`config.mk`:
```
export PLATFORM = sky130hd
export DESIGN_NAME = multiplier_arbiter
export DESIGN_NICKNAME = d
export VERILOG_FILES = /design/src/rtl/multiplier_arbiter.sv
export SDC_FILE = /design/constraint.sdc
export NUM_CORES = 1
export LEC_CHECK = 0
export BUFFER_PORTS_ARGS = -buffer_cell sky130_fd_sc_hd__buf_4
export CORE_MARGIN = 5
export CORE_UTILIZATION = 40
export DETAILED_ROUTE_END_ITERATION = 10
export PLACE_DENSITY = 0.77
export SYNTH_ARGS = -nofsm -noshare
export SYNTH_HDL_FRONTEND = slang
export SYNTH_SLANG_ARGS = --single-unit
```
`constraint.sdc`:
```
create_clock -name iClk -period 2.4 [get_ports iClk]
set_clock_uncertainty 0.2 [all_clocks]
set_input_delay 0.24 -clock iClk [delete_from_list [all_inputs] [get_ports iClk]]
set_output_delay 0.24 -clock iClk [all_outputs]
set_load 0.005 [all_outputs]
```
`src/rtl/multiplier_arbiter.sv`:
```
// Round-robin arbiter sharing one unsigned multiplier among NUM_REQ requesters.
// One multiplication in flight at a time; the product is returned with its requester id.
module multiplier_arbiter #(
    parameter int NUM_REQ       = 4,
    parameter int INPUT_LENGTH  = 16,
    parameter int OUTPUT_LENGTH = 32,
    localparam int IdW          = $clog2(NUM_REQ)
) (
    input  logic                            iClk,
    input  logic                            iRst,
    input  logic [NUM_REQ-1:0]              iReq,
    input  logic [NUM_REQ*INPUT_LENGTH-1:0] iA,
    input  logic [NUM_REQ*INPUT_LENGTH-1:0] iB,
    output logic [NUM_REQ-1:0]              oAck,
    output logic [OUTPUT_LENGTH-1:0]        oRes,
    output logic                            oResValid,
    output logic [IdW-1:0]                  oResId,
    output logic                            oMulStart,
    output logic [INPUT_LENGTH-1:0]         oMulA,
    output logic [INPUT_LENGTH-1:0]         oMulB,
    input  logic                            iMulReady,
    input  logic                            iMulDone,
    input  logic [OUTPUT_LENGTH-1:0]        iMulRes
);

    typedef enum logic [1:0] {
        IDLE,
        ISSUE,
        WAIT_DONE,
        RESPOND
    } stateT;

    stateT          state;
    stateT          stateNext;
    logic [IdW-1:0] rPtr;
    logic [IdW-1:0] rIdx;
    logic           rBusySeen;
    logic [IdW-1:0] winner;
    logic           found;
    logic [IdW:0]   scan;
    logic           grant;
    logic           capture;
    logic [IdW-1:0] ptrNext;

    // First requester at or above rPtr, wrapping back to 0.
    always_comb begin
        winner = '0;
        found  = 1'b0;
        scan   = '0;
        for (int i = 0; i < NUM_REQ; i++) begin
            scan = {1'b0, rPtr} + (IdW+1)'(i);
            if (scan >= (IdW+1)'(NUM_REQ)) begin
                scan = scan - (IdW+1)'(NUM_REQ);
            end
            if (!found && iReq[scan[IdW-1:0]]) begin
                found  = 1'b1;
                winner = scan[IdW-1:0];
            end
        end
    end

    assign ptrNext = (rIdx == IdW'(NUM_REQ-1)) ? '0 : rIdx + 1'b1;

    always_ff @(posedge iClk or posedge iRst) begin
        if (iRst) begin
            state <= IDLE;
        end else begin
            state <= stateNext;
        end
    end

    always_comb begin
        stateNext = state;
        grant     = 1'b0;
        capture   = 1'b0;
        unique case (state)
            IDLE: begin
                if (iMulReady && found) begin
                    grant     = 1'b1;
                    stateNext = ISSUE;
                end
            end
            ISSUE: begin
                stateNext = WAIT_DONE;
            end
            WAIT_DONE: begin
                // A done seen before the multiplier went busy belongs to an older job.
                if (iMulDone && rBusySeen) begin
                    capture   = 1'b1;
                    stateNext = RESPOND;
                end
            end
            RESPOND: begin
                stateNext = IDLE;
            end
            default: begin
                stateNext = IDLE;
            end
        endcase
    end

    always_ff @(posedge iClk or posedge iRst) begin
        if (iRst) begin
            rPtr      <= '0;
            rIdx      <= '0;
            rBusySeen <= 1'b0;
            oAck      <= '0;
            oResValid <= 1'b0;
            oMulStart <= 1'b0;
            oMulA     <= '0;
            oMulB     <= '0;
            oRes      <= '0;
            oResId    <= '0;
        end else begin
            oAck      <= '0;
            oMulStart <= 1'b0;
            oResValid <= 1'b0;
            if (grant) begin
                oAck      <= NUM_REQ'(1) << winner;
                oMulStart <= 1'b1;
                oMulA     <= iA[int'(winner)*INPUT_LENGTH +: INPUT_LENGTH];
                oMulB     <= iB[int'(winner)*INPUT_LENGTH +: INPUT_LENGTH];
                rIdx      <= winner;
            end
            if (state == ISSUE) begin
                rBusySeen <= 1'b0;
            end
            if (state == WAIT_DONE && !iMulReady) begin
                rBusySeen <= 1'b1;
            end
            if (capture) begin
                oRes <= iMulRes;
            end
            if (state == RESPOND) begin
                oResValid <= 1'b1;
                oResId    <= rIdx;
                rPtr      <= ptrNext;
            end
        end
    end

endmodule

```
Word-level counts from Yosys, hierarchy flattened. Cells that the tools add are included.

Add/subtract/negate cells: 8. Order comparisons: 8. Equality and inequality tests: 6. Shift operators: 3. Muxes and demuxes: 33. Reduce and logical (&&, ||, !) cells: 13.

Operators with widths (count): variable part select 64 x 7 -> 16 bit (2); two-way mux 2 bit (11); two-way mux 1 bit (16); < comparator 2 x 3 -> 1 bit (second input constant) (4); greater-or-equal comparator 3 bit (second input constant) (3); binary-select mux 1 bit (select 2 bit) (4); one-hot mux 2 bit (4 select lines) (1); subtractor 2 x 1 -> 2 bit (second input constant) (4); adder 2 x 2 -> 3 bit (second input constant) (2); equality test 2 bit (second input constant) (3); logical AND 1 bit (6); zero test 1 bit (4); two-way mux 4 bit (1); inequality test 2 bit (second input constant) (2); left shift 1 x 2 -> 4 bit (first input constant) (1); adder 2 x 1 -> 3 bit (second input constant) (1); greater-or-equal comparator 2 x 3 -> 1 bit (second input constant) (1); adder 2 x 1 -> 2 bit (second input constant) (1); equality test 2 x 1 -> 1 bit (second input constant) (1); zero test 2 bit (1); AND reduction 2 bit (1); nonzero test 2 bit (1).

Register bits after elaboration: 79. Input port bits: 168.

Logic depth before layout (Yosys ltp). Gate-level depths: netlist (run 1).

Depth in word-level cells: 18. Gate-level depth with buffers: 7. Depth with buffers taken out: 6.

Least setup slack after synthesis (run 1). OpenSTA, ideal clock, no wires.

Path type: reg2reg. Start point: reg state[0]. End point: reg oRes[0]. Arrival: 1.515 ns. Data required time: 2.075 ns. Setup slack: 0.561 ns. Stages on the path, launching flop included: 6. Cells stage by stage: dfrtp_1 -> inv_1 -> ha_1 -> nand3_1 -> clkbuf_1 -> mux2_2.

Longest elaborated chain between the ends: 2.

Ends and longest elaborated chain: start: declaration (RTL line 33) `stateT state;`; start signal: assignment (RTL line 68) `state <= stateNext;`; equality test 2 bit (RTL line 76) `unique case (state)`; two-way mux 1 bit (RTL line 76); end signal: assignment (RTL line 132) `oRes <= iMulRes;`; end: declaration (RTL line 15) `output logic [OUTPUT_LENGTH-1:0] oRes,`.

Every way passes these cells. A chain may end at the register's enable or synchronous reset.

Worst setup path after layout (run 1).
Start point: reg state[0]. End point: reg oMulB[10].

Longest elaborated chain between the ends: 2.

Ends and longest elaborated chain: zero test 2 bit (RTL line 76); two-way mux 1 bit (RTL line 76); end signal: assignment (RTL line 122) `oMulB <= iB[int'(winner)*INPUT_LENGTH +: INPUT_LENGTH];`; end: declaration (RTL line 20) `output logic [INPUT_LENGTH-1:0] oMulB,`.

Every way passes these cells.

==> results of run 1 <==
==> worst register-to-register path, delay by kind of cell (launching register included) <==
family                     cells  cell delay, ps
buffers and inverters          2             630
DFF                            1             430
and+or+nand+nor                2             310
adders and majority gates      1             250
AOI/OAI and AO/OA              1             250
==> sequential cells by signal, indices dropped and copies added (netlist names) <==
register   cells
state          2
rBusySeen      1
oMulA         16
oMulB         16
oAck           4
oResId         2
oRes          32
oMulStart      1
oResValid      1
rPtr           2
rIdx           2
==> metal layers <==
metal  GRT usage, %  vias to the layer above
met5              0                        -
met4           12.1                        0
met3           7.72                       71
met2           51.7                      347
met1           35.4                     2373
li1               -                     2145
==> how the worst max path moves through the flow <==
stage                            to  slack, ps  cells after the start
after floorplan             oRes[0]        560                      5
final                     oMulB[10]        240                      6
after detailed placement   oMulB[3]        310                      5
after global routing      oMulB[10]         70                      6
after global placement    oMulA[14]        370                      5
after CTS                 oMulB[12]        350                      6
==> power by group through the flow <==
| stage | combinational, mW | sequential [mW] | clock (mW) |
|---|---|---|---|
| 2_1_floorplan | 1.61 | 2.37 | 0 |
| 3_5_place_dp | 3.28 | 2.40 | 0 |
| 3_3_place_gp | 3.18 | 2.36 | 0 |
| 4_1_cts | 3.41 | 2.37 | 1.03 |
| 6_report | 3.52 | 2.41 | 1.02 |
| 5_1_grt | 3.77 | 2.48 | 1.09 |
==> final cells by class <==
| cell class | instances | area [um2] | area share, % |
|---|---|---|---|
| timing repair buffer | 342 | 2810 | 39.4 |
| sequential | 79 | 1980 | 27.7 |
| multi-input combinational | 278 | 1940 | 27.2 |
| tap | 136 | 170 | 2.39 |
| clock buffer | 10 | 128 | 1.79 |
| clock inverter | 6 | 68.8 | 0.965 |
| inverter | 9 | 37.5 | 0.526 |
==> cell usage after synthesis <==
cell type / count
inv_1: 8
o21ai_1: 1
mux2_1: 1
inv_2: 1
and2_1: 2
o21a_1: 1
and3_1: 32
a22oi_1: 34
a21oi_1: 35
nor3_1: 3
a31oi_1: 32
nor2b_1: 2
o21bai_1: 1
mux2_2: 34
o21ai_0: 6
or4_4: 1
o211a_1: 1
a211o_1: 2
nand3_1: 2
o221ai_1: 1
dfrtp_1: 79
o22a_1: 1
a21oi_2: 2
nand2b_1: 1
buf_6: 6
or2_2: 2
o22ai_1: 1
ha_1: 5
o21ba_1: 1
nand2_1: 7
buf_1: 2
nand3_4: 1
buf_2: 13
and4b_1: 1
o211ai_1: 32
clkbuf_1: 17
nor2_1: 33
==> per-stage QoR <==
step	worst slack [ps]	area [um2]	power [mW]	instances	hold slack [ps]
after detailed placement	311	6050	5.69	756	198
after global routing	65.6	7130	7.34	860	9.83
after CTS	351	7120	6.81	859	1.23
final	245	7130	6.95	860	7.77
after floorplan	561	4130	3.97	404	139
after global placement	372	6050	5.54	756	194
==> cell families after synthesis <==
family          count (synthesis)
simple gates                   87
flops                          79
compound gates                151
mux                            35
buf+inv                        47
fa+ha+maj                       5
==> results.yml, run 1 <==
critical_path:
  critPathArrivalTime_ps: 2210
  path_max_fanout: 35
  regToRegStartpoint: "state[0]"
  cp-startpoint: "state[0]"
  cp-start-kind: "flop"
  critPathMaxStageDelay_ps: 520
  crit_family: "buffers and inverters"
  critical_path_class: "flop to flop"
  crit_chain: "inv_1, ha_1, nand3_4, inv_2, nor2_1, a31oi_1"
  cp_num_buf_inv: 2
  worstPathRequired_ps: 2450
  cp-end-kind: "flop"
  cpMaxStageDelayCell: "inv_2"
  regToRegSetupSlack_ps: 240
  worstReg2RegEnd: "oMulB[10]"
  reg2reg_depth: 6
die:
  core_um2: 10200
  rows: 37
  ioPinCount: 240
  die_h_um: 112
  initial_core_util_pct: 40.5
  die-area_um2: 12500
  die_w_um: 112
timing:
  finalMaxSlewViolations: 0
  worst_pin_slew_ps: 1210
  period_minus_slack_ps: 2160
  setup_tns_ps: 0
  relSlewSlack_pct: 19.1
  setup_viol_count_final: 0
  grt_setup_unrepaired: "no"
  timing.final.crit_share_pct: 89.8
  finalHoldViolCount: 0
  fmax_mhz: 464
synthesis:
  synth_fa_ha_area_share_pct: 1.52
  ys_top_cells_by_area: "dfrtp_1, mux2_2, a22oi_1"
  synth_area_leader_cell: "dfrtp_1"
  synth_seq_area_share_pct: 47.9
  synth-compound-area-share_pct: 24.2
  ys_ff_latch: 79
  synth.mux.area_fraction_pct: 9.55
  netlist_instances: 404
  synth_xor_area_share_pct: 0
  synth_cell_type_count: 37
  mappedNetlistArea_um2: 4130
  synth_top_family_by_area: "compound AO/OA/AOI/OAI gates"
  yosys_warnings: 0
  synth_top_area_share_pct: 47.9
  synthSimpleGateAreaFrac_pct: 11.1
  avgSynthCellArea_um2: 10.2
  syn-num-nets: 577
pwr:
  power_density_nw_per_um2: 975
  power_leakage_nw: 3.40
  internal-power_mw: 4.28
  power_frac_clock_pct: 14.6
  p_sw_mw: 2.67
  power_frac_seq_pct: 34.7
  power.share.switching_pct: 38.5
  max-vdd-ir-drop_uv: 429
  pwr-share-comb_pct: 50.7
clock_network:
  hold_buffers: 87
  clockBufferDepth: 2
  numCtsBuffers: 9
  postCtsSetupBuffers: 0
  htreeDepth: 3
  cts_tree: "yes"
  cts_resized: 0
  clock-root-buffer: "clkbuf_8"
  cts.sinks: 79
  clk_pin_slew_ps: 90
  clk-insertion-delay-late_ps: 350
drt:
  wl_met2_mm: 9.56
  drt_pre_antenna_iters: 5
  vias: 4936
  remaining_drc_errors: 0
  ant_nets: 0
  drt_wl_total_mm: 18.8
  viasPerCell: 5.74
  wl_met1_mm: 6.94
  routed-wl-met3_mm: 1.50
  top_layer: "met4"
  detail_route.iter0.violations: 468
  wire_per_inst_um: 21.9
hold_path:
  min_delay_path_depth: 3
  hp-class: "input port to flop"
  min_to: "oMulA[2]"
  hp-start: "iA[2]"
finish:
  mostFrequentLayoutCells: "buf_4, dlygate4sd3_1, dfrtp_1"
  antenna_cells: 0
  drive_above_1_share_pct: 43.2
  final_nets: 892
  fin_util_pct: 70.0
  final_common_cell: "buf_4"
  n_fill_cell: 705
  synthToLayoutAreaGrowth_pct: 72.7
grt:
  track_usage_pct: 29.9
  grt_max_degree: 41
  antenna_found_initial: 0
  grt.overflow.total: 0
  grt_first_pass_wirelength_mm: 29.6
  grt_pass1_vias: 5205
job:
  drv_cap: 0
run_status:
  status: "complete, no violations"
place:
  place_hpwl_mm: 11.9
  finalWeightedCongestion: 0.879
  numPortBuffers: 239
(Power assumes the default switching activity.)
==> inputs of run 2 (changes only) <==
--- a/config.mk
+++ b/config.mk
@@ -10,6 +10,7 @@
 export CORE_UTILIZATION = 40
 export DETAILED_ROUTE_END_ITERATION = 10
 export PLACE_DENSITY = 0.77
+export SETUP_SLACK_MARGIN = 0.4
 export SYNTH_ARGS = -nofsm -noshare
 export SYNTH_HDL_FRONTEND = slang
 export SYNTH_SLANG_ARGS = --single-unit
==> run 2 against run 1 <==
Sequential power is essentially flat. Combinational power grew 1%. Final cell count grew 0.12%. Clock power is essentially flat. Worst setup slack gained 220 ps. Utilization grew 0.38 points. Critical path depth shrank 1. Die area is the same. Final area grew 0.54%. Register-to-register slack gained 220 ps. Fmax grew 12%. Largest cell class unchanged. Highest routed layer unchanged.
==> results.yml, run 2 (synthesis gave the netlist of run 1 again) <==
run_status:
  status: "complete, no violations"
critical_path:
  cpMaxStageDelayCell: "dfrtp_2"
  worstPathRequired_ps: 2450
  cp-end-kind: "flop"
  critPathMaxStageDelay_ps: 480
  cp-start-kind: "flop"
  regToRegStartpoint: "rPtr[1]"
  critical_path_class: "flop to flop"
  crit_chain: "a21oi_1, o211a_1, buf_6, a22oi_1, a31oi_1"
  reg2reg_depth: 5
  critPathArrivalTime_ps: 1980
  path_max_fanout: 26
  regToRegSetupSlack_ps: 470
  worstReg2RegEnd: "oMulB[12]"
clock_network:
  cts.sinks: 79
  cts_tree: "yes"
  clockBufferDepth: 2
  htreeDepth: 3
  numCtsBuffers: 9
  clk_pin_slew_ps: 90
  clk-insertion-delay-late_ps: 340
  clock-root-buffer: "clkbuf_8"
place:
  postPlaceCellArea_um2: 6050
  numPortBuffers: 239
  place_hpwl_mm: 11.9
  finalWeightedCongestion: 0.879
  pre_cts_ws_ps: 311
pwr:
  power_frac_seq_pct: 34.5
  max-vdd-ir-drop_uv: 412
  power_frac_clock_pct: 14.6
  p_sw_mw: 2.69
  power.share.switching_pct: 38.4
  internal-power_mw: 4.31
  power_density_nw_per_um2: 975
  pwr-share-comb_pct: 50.9
  power_leakage_nw: 3.41
  p_total_mw: 6.99
finish:
  top_regs: "oRes (32), oMulA (16), oMulB (16)"
  synthToLayoutAreaGrowth_pct: 73.6
  final_nets: 893
  final_common_cell: "buf_4"
  n_fill_cell: 704
  stdcell_area_um2: 7170
  mostFrequentLayoutCells: "buf_4, dlygate4sd3_1, dfrtp_1"
  drive_above_1_share_pct: 43.6
  largest_reg_flops: 32
  top_register: "oRes"
  antenna_cells: 0
timing:
  period_minus_slack_ps: 1930
  grt_setup_unrepaired: "no"
  finalHoldViolCount: 0
  finalMaxSlewViolations: 0
  relSlewSlack_pct: 48.8
  setup_tns_ps: 0
  hold_ws_ps: 7.36
  setup_viol_count_final: 0
  worst_slack_ps: 468
  timing.final.crit_share_pct: 80.5
  worst_pin_slew_ps: 766
  fmax_mhz: 518
drt:
  viasPerCell: 5.75
  wire_per_inst_um: 21.9
  detail_route.iter0.violations: 492
  vias: 4947
  remaining_drc_errors: 0
  drt_pre_antenna_iters: 5
  ant_nets: 0
  drt_wl_total_mm: 18.8
grt:
  track_usage_pct: 29.9
  antenna_found_initial: 0
  grt_max_degree: 41
  grt_first_pass_wirelength_mm: 29.5
  grt.overflow.total: 0
  grt_pass1_vias: 5207
die:
  initial_core_util_pct: 40.5
  die_w_um: 112
  rows: 37
  die-area_um2: 12500
  die_h_um: 112
  ioPinCount: 240
  core_um2: 10200
hold_path:
  hp-start: "iA[2]"
  min_delay_path_depth: 3
  min_to: "oMulA[2]"
  hp-class: "input port to flop"
job:
  drv_cap: 0
==> run 2: changes by cell type in the layout (fill, tap and decap cells not counted) <==
| cell | before | now |
|---|---|---|
| o21bai_4 | 0 | 1 |
| ha_2 | 0 | 1 |
| buf_4 | 252 | 251 |
| dfrtp_2 | 0 | 1 |
| ha_1 | 5 | 4 |
| buf_6 | 0 | 2 |
| o21ai_4 | 0 | 1 |
| o21ai_2 | 1 | 0 |
| dfrtp_1 | 79 | 78 |
| o21bai_2 | 1 | 0 |
| inv_2 | 1 | 0 |
| inv_6 | 1 | 2 |
==> run 2: cell type report <==
| class | count | area [um2] | area share, % |
|---|---|---|---|
| inverters | 9 | 42.5 | 0.593 |
| well taps | 136 | 170 | 2.37 |
| clock buffers | 10 | 128 | 1.78 |
| multi-input cells | 278 | 1950 | 27.3 |
| repair buffers | 343 | 2830 | 39.4 |
| clock inverters | 6 | 68.8 | 0.960 |
| flip-flops and latches | 79 | 1980 | 27.6 |
==> run 2: through the flow <==
stage	cells	util (%)
4_1_cts	859	69.9
5_1_grt	861	70.4
3_3_place_gp	756	59.4
6_report	861	70.4
3_5_place_dp	756	59.4
2_1_floorplan	404	-
==> run 2: worst max-delay path by stage <==
stage	cells past startpoint	slack, ps	endpoint	start
2_1_floorplan	5	560	oRes[0]	state[0]
3_3_place_gp	5	370	oMulA[14]	iReq[2]
3_5_place_dp	5	310	oMulB[3]	iReq[2]
4_1_cts	4	450	oMulA[14]	rPtr[1]
5_1_grt	5	410	oMulB[10]	rPtr[1]
6_report	5	470	oMulB[12]	rPtr[1]
==> run 2: metal layers <==
| metal | GRT usage [%] | part of all wire [%] |
|---|---|---|
| met1 | 35.4 | 36 |
| met2 | 51.7 | 51 |
| met3 | 7.72 | 8.4 |
| met4 | 12.2 | 4.4 |
| met5 | 0 | 0 |
==> run 2: worst max-delay path: cells and delay by family (launching register included) <==
kind	cells	cell delay, ps
DFF	1	480
AOI/OAI and AO/OA	4	860
buffers and inverters	1	280
==> run 2: repair_timing <==
action	CTS	global route
buffers inserted	0	1
cloned	0	0
hold buffers	87	1
endpoints found under the setup margin	16	52
hold endpoints to repair	91	1
pin swaps	0	2
resized for setup	1	7
==> run 2: power groups by stage <==
| stage | Sequential [mW] | Clock (mW) | Combinational (mW) |
|---|---|---|---|
| detailed placement | 2.40 | 0 | 3.28 |
| floorplan | 2.37 | 0 | 1.61 |
| CTS | 2.37 | 1.03 | 3.41 |
| finish | 2.42 | 1.02 | 3.56 |
| global route | 2.48 | 1.09 | 3.81 |
| global placement | 2.36 | 0 | 3.18 |
